[config.mk]
export PLATFORM = sky130hd
export DESIGN_NAME = skid_fifo_flat
export DESIGN_NICKNAME = d
export VERILOG_FILES = /design/src/rtl/skid_fifo_if.sv /design/src/rtl/skid_fifo.sv /design/src/flat_wrapper.sv
export SDC_FILE = /design/constraint.sdc
export NUM_CORES = 1
export LEC_CHECK = 0
export ABC_AREA = 1
export BUFFER_PORTS_ARGS = -buffer_cell sky130_fd_sc_hd__buf_4
export CAP_MARGIN = 30
export CORE_UTILIZATION = 50
export CTS_BUF_LIST = sky130_fd_sc_hd__clkbuf_8
export DETAILED_ROUTE_END_ITERATION = 8
export GPL_TIMING_DRIVEN = 1
export PLACE_DENSITY = 0.76
export SYNTH_ARGS = -nofsm -noshare
export SYNTH_HDL_FRONTEND = slang
export SYNTH_SLANG_ARGS = --single-unit
export TNS_END_PERCENT = 100
[constraint.sdc]
create_clock -name clk -period 2.49 [get_ports clk]
set_input_delay 0.249 -clock clk [delete_from_list [all_inputs] [get_ports clk]]
set_output_delay 0.249 -clock clk [all_outputs]
set_load 0.005 [all_outputs]
[src/rtl/skid_fifo_if.sv]
// Valid/ready stream pair for skid_fifo: ingress (i_*) and egress (e_*) channels.
interface skid_fifo_if #(
    parameter int DATA_W = 8
);
    logic              i_valid_i;
    logic [DATA_W-1:0] i_data_i;
    logic              i_ready_o;
    logic              e_ready_i;
    logic              e_valid_o;
    logic [DATA_W-1:0] e_data_o;

    // Environment side: drives ingress data and egress ready.
    modport master (
        output i_valid_i, i_data_i, e_ready_i,
        input  i_ready_o, e_valid_o, e_data_o
    );

    // Buffer side.
    modport slave (
        input  i_valid_i, i_data_i, e_ready_i,
        output i_ready_o, e_valid_o, e_data_o
    );
endinterface

[src/rtl/skid_fifo.sv]
// DEPTH-entry elastic buffer with registered ingress ready, occupancy and flush.
module skid_fifo #(
    parameter  int DATA_W = 8,
    parameter  int DEPTH  = 2,
    localparam int LVL_W  = $clog2(DEPTH + 1)
) (
    input  logic             clk,
    input  logic             rst_n,
    input  logic             flush_i,
    skid_fifo_if.slave       bus,
    output logic [LVL_W-1:0] level_o
);
    localparam int PTR_W = $clog2(DEPTH);

    logic [DATA_W-1:0] storage [DEPTH];
    logic [PTR_W-1:0]  wr_ptr;
    logic [PTR_W-1:0]  rd_ptr;
    logic [LVL_W-1:0]  count_q;
    logic [LVL_W-1:0]  count_next;
    logic              ready_q;
    logic              push;
    logic              pop;

    // Handshakes and next occupancy; ready depends only on ready_q, never on e_ready_i.
    always_comb begin
        push       = bus.i_valid_i & ready_q;
        pop        = (count_q != '0) & bus.e_ready_i;
        count_next = count_q + LVL_W'(push) - LVL_W'(pop);
    end

    // Pointer, occupancy, ready and storage update; reset beats flush beats transfers.
    always_ff @(posedge clk) begin
        if (!rst_n) begin
            wr_ptr  <= '0;
            rd_ptr  <= '0;
            count_q <= '0;
            ready_q <= 1'b0;
            for (int i = 0; i < DEPTH; i++) storage[i] <= '0;
        end else if (flush_i) begin
            // Contents are left in place; pointers and count make them unreachable.
            wr_ptr  <= '0;
            rd_ptr  <= '0;
            count_q <= '0;
            ready_q <= 1'b1;
        end else begin
            if (push) begin
                storage[wr_ptr] <= bus.i_data_i;
                wr_ptr          <= wr_ptr + 1'b1;
            end
            if (pop) rd_ptr <= rd_ptr + 1'b1;
            count_q <= count_next;
            // Looking at count_next lets a pop while full reopen ingress at the next edge.
            ready_q <= (count_next != LVL_W'(DEPTH));
        end
    end

    assign bus.i_ready_o = ready_q;
    assign bus.e_valid_o = (count_q != '0);
    assign bus.e_data_o  = storage[rd_ptr];
    assign level_o       = count_q;
endmodule

[src/flat_wrapper.sv]
// flat-port wrapper written by rule: the top's interface ports become plain ports
module skid_fifo_flat 
#(
    parameter  int DATA_W = 8,
    parameter  int DEPTH  = 2,
    localparam int LVL_W  = $clog2(DEPTH + 1)
)
  (clk, rst_n, flush_i, level_o, bus_i_valid_i, bus_i_data_i, bus_e_ready_i, bus_i_ready_o, bus_e_valid_o, bus_e_data_o);
  skid_fifo_if #(.DATA_W(DATA_W)) bus_i ();
  input  logic clk;
  input  logic rst_n;
  input  logic flush_i;
  output logic [LVL_W-1:0] level_o;
  input wire logic [$bits(bus_i.i_valid_i)-1:0] bus_i_valid_i;
  input wire logic [$bits(bus_i.i_data_i)-1:0] bus_i_data_i;
  input wire logic [$bits(bus_i.e_ready_i)-1:0] bus_e_ready_i;
  output wire logic [$bits(bus_i.i_ready_o)-1:0] bus_i_ready_o;
  output wire logic [$bits(bus_i.e_valid_o)-1:0] bus_e_valid_o;
  output wire logic [$bits(bus_i.e_data_o)-1:0] bus_e_data_o;
  assign bus_i.i_valid_i = bus_i_valid_i;
  assign bus_i.i_data_i = bus_i_data_i;
  assign bus_i.e_ready_i = bus_e_ready_i;
  assign bus_i_ready_o = bus_i.i_ready_o;
  assign bus_e_valid_o = bus_i.e_valid_o;
  assign bus_e_data_o = bus_i.e_data_o;
  skid_fifo #(.DATA_W(DATA_W), .DEPTH(DEPTH)) u_core (.clk(clk), .rst_n(rst_n), .flush_i(flush_i), .bus(bus_i), .level_o(level_o));
endmodule
==> out/results.tsv, run 1 <==
stage	metric	value	unit
status	outcome	finished clean	
critical_path	Setup crit end kind	flop	
timing	Setup-failing EPs final	0	
clocking	post-CTS sizing	0	
pwr	logic gate share of total power	11.3	%
yosys	Yosys top cell by area	edfxtp_1	
grt	total global routing overflow	0	
clocking	clock transition at the registers of the reported paths	0.07	ns
yosys	Syn Nets	110	
critical_path	CP max FO	2	
routing	drt drc	0	
timing	final period utilization	62.7	%
floorplan	die height	46.3	µm
worst_hold_path	hold_sp	rst_n	
pwr	Net Sw Frac	20.7	%
yosys	Mapped Area	982	µm²
timing	Final Hold Slack	0.217	ns
job	max_cap viols	0	
worst_hold_path	worst hold path type	input pin to flop	
floorplan	DIE AREA	2150	µm²
critical_path	Critical Path RT	2.65	ns
clocking	CTS root buffer	clkbuf_8	
grt	pin count of the biggest net entering global routing	13	
yosys	top cells by area, synth	edfxtp_1 49%, dfxtp_1 12%, mux2_2 9.2%	
critical_path	crit path DAT	1.72	ns
floorplan	Starting Density	55.1	%
routing	Detailed Routing Iterations Pass 1	4	
critical_path	CP cell instances	inv_1 -> nand2_1 -> nand2_1 -> inv_1 -> ha_1 -> inv_1 -> ha_1 -> inv_1 -> nand2_1 -> nand2_1 -> nand2_1 -> nand3_1 -> nand2_1 -> inv_1	
clocking	cts hold-fix bufs	0	
routing	DRC violation total after the first TritonRoute iteration	9	
clocking	htree depth	1	
placed_design	IO Port Bufs	24	
yosys	syn_area_per_cell	10.3	µm²
routing	wire per inst	11.0	µm
placed_design	Inst Count DP	143	
yosys	synthesized flop and latch total	22	
floorplan	# IOs	25	
yosys	Netlist cell types	13	
grt	gr usage total	17.5	%
clocking	TritonCTS Buffers	3	
timing	Slew HR	74.9	%
critical_path	r2r worst-path depth	14	
floorplan	total core area	1780	µm²
timing	setup tns final	0	ns
worst_hold_path	Worst Hold End	u_core.bus.i_ready_o	
timing	Slew @ Worst Pin	0.376	ns
floorplan	die width	46.3	µm
final_layout	share of cells above drive strength 1	31.1	%
timing	max frequency	641	MHz
timing	Hold Vio Cnt, Final	0	
yosys	Yosys warnings	0	
floorplan	Cell Rows	15	
routing	Routed Antenna Nets	0	
routing	vias per inst	4.69	
pwr	part of the power in the clock network	30.1	%
clocking	Skew-Pair Late Insertion Delay	0.26	ns
critical_path	Worst Setup Path Type	flop to flop	
timing	unrepaired setup endpoints after global routing	false	
clocking	Clock Path Buffers	2	
placed_design	routability cong.	0.689	
critical_path	most frequent cell on the critical path	nand2_1	
routing	final WL	1610	µm
final_layout	Synth-to-Final Area Change	25.6	%
grt	first-pass GRT wire length	2420	µm
routing	routed via count	689	
clocking	Sink Count	22	
grt	vias in the first global route	619	
critical_path	Reg2Reg Capture Point	u_core.bus.i_ready_o	
critical_path	Max stage delay on crit path	0.31	ns
critical_path	slowest library cell on the worst path	dfxtp_1	
worst_hold_path	Hold Path Stages	3	
pwr	internal power	0.000558	W
critical_path	reg2reg setup slack	0.93	ns
yosys	sequential fraction of the synthesis area	61.1	%
pwr	Power per Cell Area	571	nW/µm²
pwr	peak supply drop	0.000341	V
timing	Slew Viols, Final	0	
clocking	CTS tree	done	
final_layout	Post-Layout Cell Count	147	
grt	initial antenna violation count	0	
final_layout	Nets	138	
yosys	Syn Inst Count	95	
placed_design	DP HPWL	1220	µm
clocking	Post-CTS Setup Bufs	0	
final_layout	ant diodes	0	
timing	min cycle time layout	1.56	ns
timing	clk_skew	0.00605	ns
pwr	Leak	0.600	nW
pwr	Psw	0.000146	W
critical_path	reg2reg start	u_core.level_o[0]	
critical_path	Crit. Startpoint	u_core.level_o[0]	
critical_path	CP Launch Type	flop	
yosys	Synth top area share	48.9	%
pwr	Reg power frac	58.6	%
through the flow:
stage	area (µm²)	util, %	worst slack (ns)	power, W
4_1_cts	1230	69.2	0.915	0.000710
3_3_place_gp	1190	66.7	0.980	0.000498
6_report	1230	69.2	0.930	0.000704
5_1_grt	1230	69.2	0.785	0.000730
2_1_floorplan	982	-	1.03	0.000460
3_5_place_dp	1190	66.7	0.927	0.000502
sequential cells by signal (all words and copies together) (netlist names), named ones only:
register and count:
u_core.level_o 2, u_core.bus.i_ready_o 1, u_core.storage 16, u_core.wr_ptr 1, u_core.rd_ptr 1
worst max-delay path: cells and delay by family, from the launching register on:
family                     cells  cell delay, ns
buffers and inverters          5            0.28
DFF                            1            0.31
adders and majority gates      2            0.41
and+or+nand+nor                7            0.47
worst max-delay path by stage:
| stage | endpoint | cells past startpoint |
|---|---|---|
| 2_1_floorplan | u_core.bus.i_ready_o | 13 |
| 3_3_place_gp | u_core.bus.i_ready_o | 13 |
| 3_5_place_dp | u_core.bus.i_ready_o | 14 |
| 4_1_cts | u_core.bus.i_ready_o | 14 |
| 5_1_grt | u_core.bus.i_ready_o | 11 |
| 6_report | u_core.bus.i_ready_o | 14 |
placed cells by master (no fill, tap or decap), drive strengths merged:
master / netlist / routed
inv: 20 / 21
mux2: 8 / 8
dfxtp: 6 / 6
ha: 2 / 2
edfxtp: 16 / 16
clkbuf: 0 / 3
buf: 1 / 24
o21ai: 1 / 1
nand3: 4 / 4
nand2: 13 / 13
nor2: 24 / 24
power by group through the flow:
stage	Combinational, W	Clock [W]	Sequential, W
after floorplan	0.0000408	0	0.000419
after global placement	0.0000781	0	0.000420
after detailed placement	0.0000802	0	0.000422
after CTS	0.0000807	0.000216	0.000413
after global routing	0.0000899	0.000225	0.000415
final	0.0000793	0.000212	0.000413
area by class of cell:
class | count | area, µm²
inverter | 20 | 75.1
sequential | 22 | 601
multi-input combinational | 52 | 302
clock buffer | 3 | 41.3
timing repair buffer | 24 | 180
clock inverter | 1 | 3.75
fill | 161 | 549
tap | 25 | 31.3
synthesized netlist by cell type:
| master | number |
|---|---|
| buf_2 | 1 |
| edfxtp_1 | 16 |
| mux2_2 | 8 |
| dfxtp_1 | 6 |
| nand2_2 | 1 |
| ha_1 | 2 |
| nand3_1 | 3 |
| nor2_4 | 1 |
| nor2_1 | 23 |
| nand3_4 | 1 |
| nand2_1 | 12 |
| inv_1 | 20 |
| o21ai_0 | 1 |
routing by layer:
| layer | up-vias | global-route usage, % | share of wire, % |
|---|---|---|---|
| met5 | - | 0 | 0 |
| met2 | 21 | 31.9 | 54 |
| met3 | 6 | 4.71 | 4.5 |
| li1 | 348 | - | - |
| met1 | 314 | 16.3 | 39 |
| met4 | 0 | 12.4 | 2.4 |
cells by family (layout without fill, tap and decap cells):
kind of cell	after synthesis	count (layout)	share of synthesized area (%)
and+or+nand+nor	41	41	18.5
AOI/OAI and AO/OA	1	1	0.509
buffers and inverters	21	48	8.15
muxes	8	8	9.17
adders and majority gates	2	2	2.55
DFF	22	22	61.1
(Power assumes the default switching activity.)
==> run 2, diff against run 1 <==
--- a/config.mk
+++ b/config.mk
@@ -5,7 +5,7 @@
 export SDC_FILE = /design/constraint.sdc
 export NUM_CORES = 1
 export LEC_CHECK = 0
-export ABC_AREA = 1
+export ABC_AREA = 0
 export BUFFER_PORTS_ARGS = -buffer_cell sky130_fd_sc_hd__buf_4
 export CAP_MARGIN = 30
 export CORE_UTILIZATION = 50
==> constraint.sdc (replaced) <==
create_clock -name clk -period 1.6 [get_ports clk]
set_input_delay 0.16 -clock clk [delete_from_list [all_inputs] [get_ports clk]]
set_output_delay 0.16 -clock clk [all_outputs]
set_load 0.005 [all_outputs]
==> run 2 against run 1 <==
Against the previous run: the flow now finishes with violations (setup timing); sequential share of layout area shrank 3.6 points; hold slack lost 0.060 ns; critical endpoint unchanged; highest routed layer unchanged; register-to-register slack lost 1.0 ns; largest cell class unchanged.
==> out/results.tsv, run 2 <==
stage	metric	value	unit
pwr	internal power	0.000901	W
grt	initial antenna violation count	0	
status	failing checks	setup timing	
final_layout	commonest cells after routing, fill and taps aside	32 x buf_4, 16 x and3_1, 16 x edfxtp_1, 8 x mux2_1	
pwr	Net Sw Frac	21.1	%
timing	fin worst setup slack	-0.0857	ns
final_layout	Nets	125	
final_layout	Register Area	603	µm²
placed_design	IO Port Bufs	24	
worst_hold_path	worst hold path type	input pin to flop	
timing	Final Hold Slack	0.156	ns
pwr	Reg power frac	56.6	%
final_layout	commonest non-fill, non-tap cell in the layout	buf_4	
grt	pin count of the biggest net entering global routing	17	
status	outcome	complete, but fails checks	
grt	total global routing overflow	0	
final_layout	ant diodes	0	
clocking	TritonCTS Buffers	3	
routing	Routed Antenna Nets	0	
yosys	Syn Inst Count	75	
grt	first-pass GRT wire length	2510	µm
final_layout	max reg flops	16	
routing	final WL	1750	µm
grt	gr usage total	17.3	%
routing	vias per inst	5.04	
clocking	clock transition at the registers of the reported paths	0.07	ns
clocking	CTS tree	done	
timing	setup tns final	-0.111	ns
floorplan	Cell Rows	15	
timing	Setup-failing EPs final	2	
timing	clk_skew	0.00401	ns
job	max_cap viols	0	
timing	min cycle time layout	1.69	ns
grt	vias in the first global route	628	
yosys	Synth top area share	48.7	%
clocking	cts hold-fix bufs	0	
yosys	Yosys warnings	0	
clocking	Sink Count	22	
timing	final period utilization	105	%
yosys	Netlist cell types	22	
yosys	sequential fraction of the synthesis area	60.8	%
floorplan	total core area	1780	µm²
yosys	top cells by area, synth	edfxtp_1 49%, dfxtp_1 12%, and3_1 10%	
yosys	ys flop type	edfxtp_1	
floorplan	Starting Density	55.4	%
critical_path	crit path DAT	1.83	ns
timing	max frequency	593	MHz
pwr	peak supply drop	0.000532	V
yosys	synthesized flop and latch total	22	
placed_design	pre-CTS WS	-0.0364	ns
critical_path	Setup crit end kind	flop	
clocking	Clock Path Buffers	2	
timing	Slew @ Worst Pin	0.356	ns
timing	Hold Vio Cnt, Final	0	
pwr	part of the power in the clock network	28.9	%
final_layout	Biggest register	u_core.storage	
clocking	Skew-Pair Late Insertion Delay	0.25	ns
yosys	fraction of registers with async set or reset after synthesis	0	%
critical_path	CP max FO	2	
routing	wire per inst	13.0	µm
floorplan	die width	46.4	µm
critical_path	Worst Setup Path Type	flop to flop	
yosys	syn_area_per_cell	13.2	µm²
final_layout	multi-input combinational cell area	402	µm²
timing	unrepaired setup endpoints after global routing	true	
floorplan	DIE AREA	2160	µm²
pwr	Power per Cell Area	854	nW/µm²
routing	routed via count	675	
yosys	Yosys top cell by area	edfxtp_1	
final_layout	post-route core utilization	74.9	%
yosys	EDFF count, synth	16	
pwr	Psw	0.000241	W
placed_design	routability cong.	0.681	
yosys	Syn Nets	90	
yosys	Synth top cells by count	16 x and3_1, 16 x edfxtp_1, 8 x mux2_1	
floorplan	die height	46.4	µm
timing	Slew Viols, Final	0	
yosys	Mapped Area	987	µm²
placed_design	DP HPWL	1190	µm
pwr	logic gate share of total power	14.5	%
pwr	Leak	0.624	nW
routing	drt drc	0	
final_layout	FILL cells	127	
critical_path	Critical Path RT	1.75	ns
timing	Slew HR	76.2	%
clocking	CTS root buffer	clkbuf_8	
critical_path	CP Launch Type	flop	
routing	DRC violation total after the first TritonRoute iteration	17	
floorplan	# IOs	25	
final_layout	Synth-to-Final Area Change	35.4	%
clocking	htree depth	1	
routing	Detailed Routing Iterations Pass 1	4	
final_layout	share of cells above drive strength 1	43.1	%
-- run 2: changes by cell type after synthesis, sizes merged, moves of 2 or more --
| cell | before | now |
|---|---|---|
| and2 | 0 | 2 |
| and3 | 0 | 16 |
| nand2 | 13 | 2 |
| nand3 | 4 | 0 |
| inv | 20 | 4 |
| nor2 | 24 | 6 |
| xnor2 | 0 | 3 |
-- run 2: metal layers --
| metal | track usage [%] | part of all wire [%] | vias up |
|---|---|---|---|
| met4 | 9.41 | 0.34 | 0 |
| met1 | 17.4 | 40 | 323 |
| li1 | - | - | 334 |
| met2 | 32.5 | 56 | 16 |
| met3 | 3.53 | 3.4 | 2 |
| met5 | 0 | 0 | - |
-- run 2: worst paths after layout --
path,startpoint,endpoint,slack [ns],cells past startpoint
setup reg to reg,u_core.level_o[0],u_core.bus.i_ready_o,-0.09,7
hold / removal,flush_i,u_core.bus.i_ready_o,0.16,2
hold reg to reg,u_core.rd_ptr,flop,0.54,2
setup / recovery,u_core.level_o[0],u_core.bus.i_ready_o,-0.09,7
-- run 2: what timing repair did --
action,in CTS,in global routing
buffers inserted,1,2
gates resized for setup,0,6
setup endpoints to repair,1,2
pin swaps,3,5
-- run 2: power groups by stage --
| stage | clock network, W | registers, W | logic, W |
|---|---|---|---|
| 6_report | 0.000330 | 0.000647 | 0.000166 |
| 5_1_grt | 0.000356 | 0.000650 | 0.000179 |
| 4_1_cts | 0.000336 | 0.000647 | 0.000146 |
| 3_5_place_dp | 0 | 0.000660 | 0.000144 |
| 3_3_place_gp | 0 | 0.000658 | 0.000141 |
| 2_1_floorplan | 0 | 0.000657 | 0.0000657 |
-- run 2: cells by family (layout without fill, tap and decap cells) --
family / Yosys count / count (layout) / synth area share (%)
buffers and inverters: 6 / 40 / 2.79
xor gates and xnor gates: 4 / 4 / 3.55
adders and majority gates: 2 / 2 / 2.53
DFF: 22 / 22 / 60.8
AOI/OAI and AO/OA: 3 / 3 / 2.54
and+or+nand+nor: 30 / 30 / 18.6
muxes: 8 / 8 / 9.13
-- run 2: final cells by class --
| type | instances | share of cell area [%] |
|---|---|---|
| Clock buffer | 3 | 3.09 |
| Timing Repair Buffer | 32 | 18.0 |
| Clock inverter | 1 | 0.281 |
| Tap cell | 25 | 2.34 |
| Multi-Input combinational cell | 47 | 30.1 |
| Sequential cell | 22 | 45.1 |
| Inverter | 4 | 1.12 |
-- run 2: critical path: stages (launching register included) --
cell	delay, ns
dfxtp_2	0.32
o21a_2	0.23
ha_4	0.26
inv_2	0.04
ha_4	0.15
xor2_2	0.15
xnor2_2	0.15
o31a_1	0.27
-- run 2: metrics by stage --
step                      instances  power [W]  area (µm²)
after floorplan                  75   0.000723         992
after global placement          127   0.000799        1230
after detailed placement        127   0.000804        1230
after CTS                       132    0.00113        1280
after global routing            134    0.00118        1340
final                           134    0.00114        1340
